### src/rtl/reg_dump_pkg.sv
// reg_dump_pkg: FSM state type and bank geometry defaults shared with the register file.
package reg_dump_pkg;
  localparam int NREG_D = 32;
  localparam int DW_D = 32;
  localparam int AW_D = 5;
  typedef enum logic [1:0] {IDLE, LOAD, SEND, DONE} state_t;
endpackage

### src/rtl/reg_dump.sv
// reg_dump: streams a wrapping register range out of a register-file read port over valid/ready.
module reg_dump
  import reg_dump_pkg::*;
#(
  parameter int NREG = NREG_D,
  parameter int DW = DW_D,
  parameter int AW = AW_D
) (
  input  logic          clk,
  input  logic          rst_n,
  input  logic          start,
  input  logic          abort,
  input  logic [AW-1:0] first_reg,
  input  logic [AW-1:0] last_reg,
  output logic [AW-1:0] rd_addr,
  input  logic [DW-1:0] rd_data,
  output logic [DW-1:0] out_data,
  output logic [AW-1:0] out_addr,
  output logic          out_valid,
  input  logic          out_ready,
  output logic          out_last,
  output logic          busy,
  output logic          done
);
  localparam int CW = $clog2(NREG + 1);
  state_t r_state, w_state_nx;
  logic [CW-1:0] r_rem, w_count;
  logic [AW-1:0] r_rd_addr, r_addr, w_addr_nx;
  logic [DW-1:0] r_data;
  logic w_start, w_capture, w_hs;
  // r_rem counts words not yet captured, so the held word is final once it reaches zero
  assign w_count = CW'((first_reg <= last_reg) ? int'(last_reg) - int'(first_reg) + 1
                                               : int'(last_reg) + NREG - int'(first_reg) + 1);
  assign w_addr_nx = (r_rd_addr == AW'(NREG - 1)) ? '0 : r_rd_addr + AW'(1);
  assign w_hs = (r_state == SEND) && out_ready;
  always_comb begin
    w_state_nx = r_state;
    w_start = 1'b0;
    w_capture = 1'b0;
    case (r_state)
      IDLE: begin
        w_start = start && !abort;
        w_state_nx = w_start ? LOAD : IDLE;
      end
      LOAD: begin
        w_capture = !abort;
        w_state_nx = abort ? IDLE : SEND;
      end
      SEND: begin
        w_capture = !abort && w_hs && (r_rem != '0);
        w_state_nx = abort ? IDLE : (w_hs && r_rem == '0) ? DONE : SEND;
      end
      default: w_state_nx = IDLE;
    endcase
  end
  always_ff @(posedge clk or negedge rst_n)
    if (!rst_n) r_state <= IDLE;
    else r_state <= w_state_nx;
  always_ff @(posedge clk or negedge rst_n) begin
    if (!rst_n) begin
      r_rd_addr <= '0;
      r_rem <= '0;
      r_data <= '0;
      r_addr <= '0;
    end else if (w_start) begin
      r_rd_addr <= first_reg;
      r_rem <= w_count;
    end else if (w_capture) begin
      r_data <= rd_data;
      r_addr <= r_rd_addr;
      r_rd_addr <= w_addr_nx;
      r_rem <= r_rem - CW'(1);
    end
  end
  assign rd_addr = r_rd_addr;
  assign out_data = r_data;
  assign out_addr = r_addr;
  assign out_valid = r_state == SEND;
  assign out_last = (r_state == SEND) && (r_rem == '0);
  assign busy = r_state != IDLE;
  assign done = r_state == DONE;
endmodule

### config.mk
export PLATFORM = sky130hd
export DESIGN_NAME = reg_dump
export DESIGN_NICKNAME = d
export VERILOG_FILES = /design/src/rtl/reg_dump_pkg.sv /design/src/rtl/reg_dump.sv
export SDC_FILE = /design/constraint.sdc
export NUM_CORES = 1
export LEC_CHECK = 0
export ABC_AREA = 1
export ABC_CLOCK_PERIOD_IN_PS = 4200
export CAP_MARGIN = 10
export CORE_MARGIN = 2
export CORE_UTILIZATION = 50
export CTS_BUF_LIST = sky130_fd_sc_hd__clkbuf_4
export DETAILED_ROUTE_END_ITERATION = 7
export PLACE_DENSITY = 0.94
export SLEW_MARGIN = 0
export SYNTH_ARGS = -nofsm -noshare
export SYNTH_HDL_FRONTEND = slang
export SYNTH_SLANG_ARGS = --single-unit
### constraint.sdc
create_clock -name clk -period 4.2 [get_ports clk]
set_input_delay 0.84 -clock clk [delete_from_list [all_inputs] [get_ports clk]]
set_output_delay 0.84 -clock clk [all_outputs]
set_load 0.005 [all_outputs]
==> run summary <==
Status: finished, final reports clean
Core Area: 5110 sq um
Die area: 5880 sq um
DR top layer: met4
Worst r2r path cells: 10
Tightest Pin Transition: 1.09 ns
Via-per-instance ratio: 4.97
Synthesized Nets: 404
Buffers added on ports: 92
Top-count cell post-synth: nand2_1
Total of max-cap violations: 0
Fillers: 384
Multi-input combinational cell area: 1200 sq um
Per-cell routed wire length: 13.3 um
GR Util All Layers: 0.236
TritonCTS clock tree: yes
Hold buffer count at cts: 0
Number of antenna violations at the first check in global routing: 0
Crit Path Max Fanout: 4
Hold Path Class: flip-flop to flip-flop
Mapped cell area: 2640 sq um
Part of the Yosys area used for sequential elements: 0.474
Root Driver: clkbuf_4
Hold Path Depth: 2
Hold Slack: 0.497 ns
Tcrit/Tclk final: 0.638
Main synth FF type: dfrtp_1
Commonest cells in the synthesized netlist: nand2_1, dfrtp_1, inv_1
FMAX: 0.373 GHz
Maximum VDD drop: 0.000246 V
Via count: 2474
Die height: 76.7 um
Drt pass-1 iters: 4
Share of layout cells above drive strength 1: 0.0421
CTS HTree Levels: 2
ANT nets after route: 0
Maximum root-to-sink buffer count: 2
Fin util: 0.720
Clock buffer count from CTS: 5
CP Class: flip-flop to output pin
Largest net degree at the start of global routing: 51
Routed WL: 6650 um
Slew Viols, Final: 0
Vias in the first global route: 2396
Setup violators final: 0
Drt drc: 0
YS warnings: 0
I/O pins: 93
Post-CTS Resized: 0
Met2 wire len: 3360 um
Sink Count: 50
Setup TNS: 0 ns
Post-Syn Area per Cell: 7.86 sq um
Synth cell types: 24
Leakage: 1.86 nW
GP Congestion: 0.850
Total Power: 0.00197 W
Worst Setup End Kind: output pin
Met1 wire length: 2780 um
Row count: 26
Period minus WS final: 2.68 ns
RSZ-0062 raised after global routing: no
Dpl hpwl: 5160 um
Slew Limit Headroom: 0.272
Yosys top cell area share: 0.474
Width of the die: 76.7 um
Clk_skew: 0.0158 ns
Post CTS Setup Buffer Count: 0
Synth top area cells: dfrtp_1, nand2_1, ha_1, inv_1, nand3_1
Crit path DAT: 1.84 ns
GRT overflow: 0
CP required: 3.36 ns
Starting Density: 0.517
Setup crit start kind: flip-flop
Power per cell area: 535 nW/um^2
Layout Nets: 495
Initial DRC count: 176
First-pass GRT wire length: 11100 um
Area leader, netlist: dfrtp_1
#FFs+latches synth: 50
Skew-Pair Late Insertion Delay: 0.37 ns
ANT cells: 0
Cells after synthesis: 336
Register Area: 1250 sq um
Clock edge transition at the registers on the reported setup and hold paths: 0.15 ns
Final hold vios: 0
Routed length on met3: 408 um
Post-synth EDFFs: 0
Area grow syn2layout: 39.3%
Post-synth ARST share: 1.00
==> where the power goes <==
| group | internal [W] | switching [W] | leakage, nW |
|---|---|---|---|
| clock | 0.000132 | 0.000150 | 0.0419 |
| sequential | 0.000688 | 0.000137 | 0.639 |
| combinational | 0.000504 | 0.000358 | 1.18 |
| total | 0.00132 | 0.000645 | 1.86 |
==> final timing paths <==
check / start / end / slack [ns]
setup / recovery: r_rem[0] / out_last / 1.52
hold / removal: out_data[7] / out_data[7] / 0.50
setup reg to reg: r_state[0] / rd_addr[2] / 1.86
max in group asynchronous: rst_n / r_rem[1] / 2.86
hold reg to reg: out_data[7] / out_data[7] / 0.50
min in group asynchronous: rst_n / out_data[0] / 0.65
==> critical path, stage by stage (launching register included) <==
cell	delay, ns
dfrtp_1	0.41
inv_1	0.09
ha_1	0.23
nand3_1	0.13
nor2_1	0.10
clkdlybuf4s50_1	0.51
==> cell families after synthesis <==
logic type,share of synthesized area
buf+inv,0.0725
flops,0.474
compound gates,0.0464
fa+ha+maj,0.105
simple gates,0.296
xor+xnor,0.00663
==> placed cells by master, fill, tap and decap left out, types with 2 or more instances in the layout <==
cell type / netlist / layout
clkdlybuf4s50_1: 0 / 91
inv_2: 3 / 3
a21oi_1: 8 / 8
inv_1: 33 / 33
fa_1: 2 / 2
dfrtp_1: 50 / 50
nand2_1: 157 / 157
nor2_1: 10 / 10
nand3_1: 19 / 19
clkbuf_4: 0 / 6
ha_1: 19 / 19
xor2_1: 2 / 2
o21ai_0: 14 / 14
==> registers in the layout, summed over array words and instances (netlist names) <==
register / flops
r_state: 2
out_data: 32
r_rem: 6
rd_addr: 5
out_addr: 5
==> cell type report <==
| class | instances | area share |
|---|---|---|
| flip-flops and latches | 50 | 0.340 |
| multi-input cells | 241 | 0.326 |
| repair buffers | 93 | 0.251 |
| inverters | 36 | 0.0367 |
| well taps | 70 | 0.0238 |
| clock buffers | 6 | 0.0122 |
| clock inverters | 2 | 0.0102 |
==> stage by stage <==
stage | area, sq um | std cells | setup WS (ns)
6_report | 3680 | 498 | 1.52
5_1_grt | 3680 | 498 | 1.38
4_1_cts | 3680 | 498 | 1.49
3_5_place_dp | 3600 | 490 | 1.20
3_3_place_gp | 3600 | 490 | 1.26
2_1_floorplan | 2640 | 336 | 1.82
==> metal layers <==
layer	GRT usage	vias to the layer above
met3	0.0576	10
met4	0.0800	0
li1	-	1214
met2	0.413	106
met1	0.283	1144
met5	0	-
Note: power is estimated with default switching activity, not from simulation.
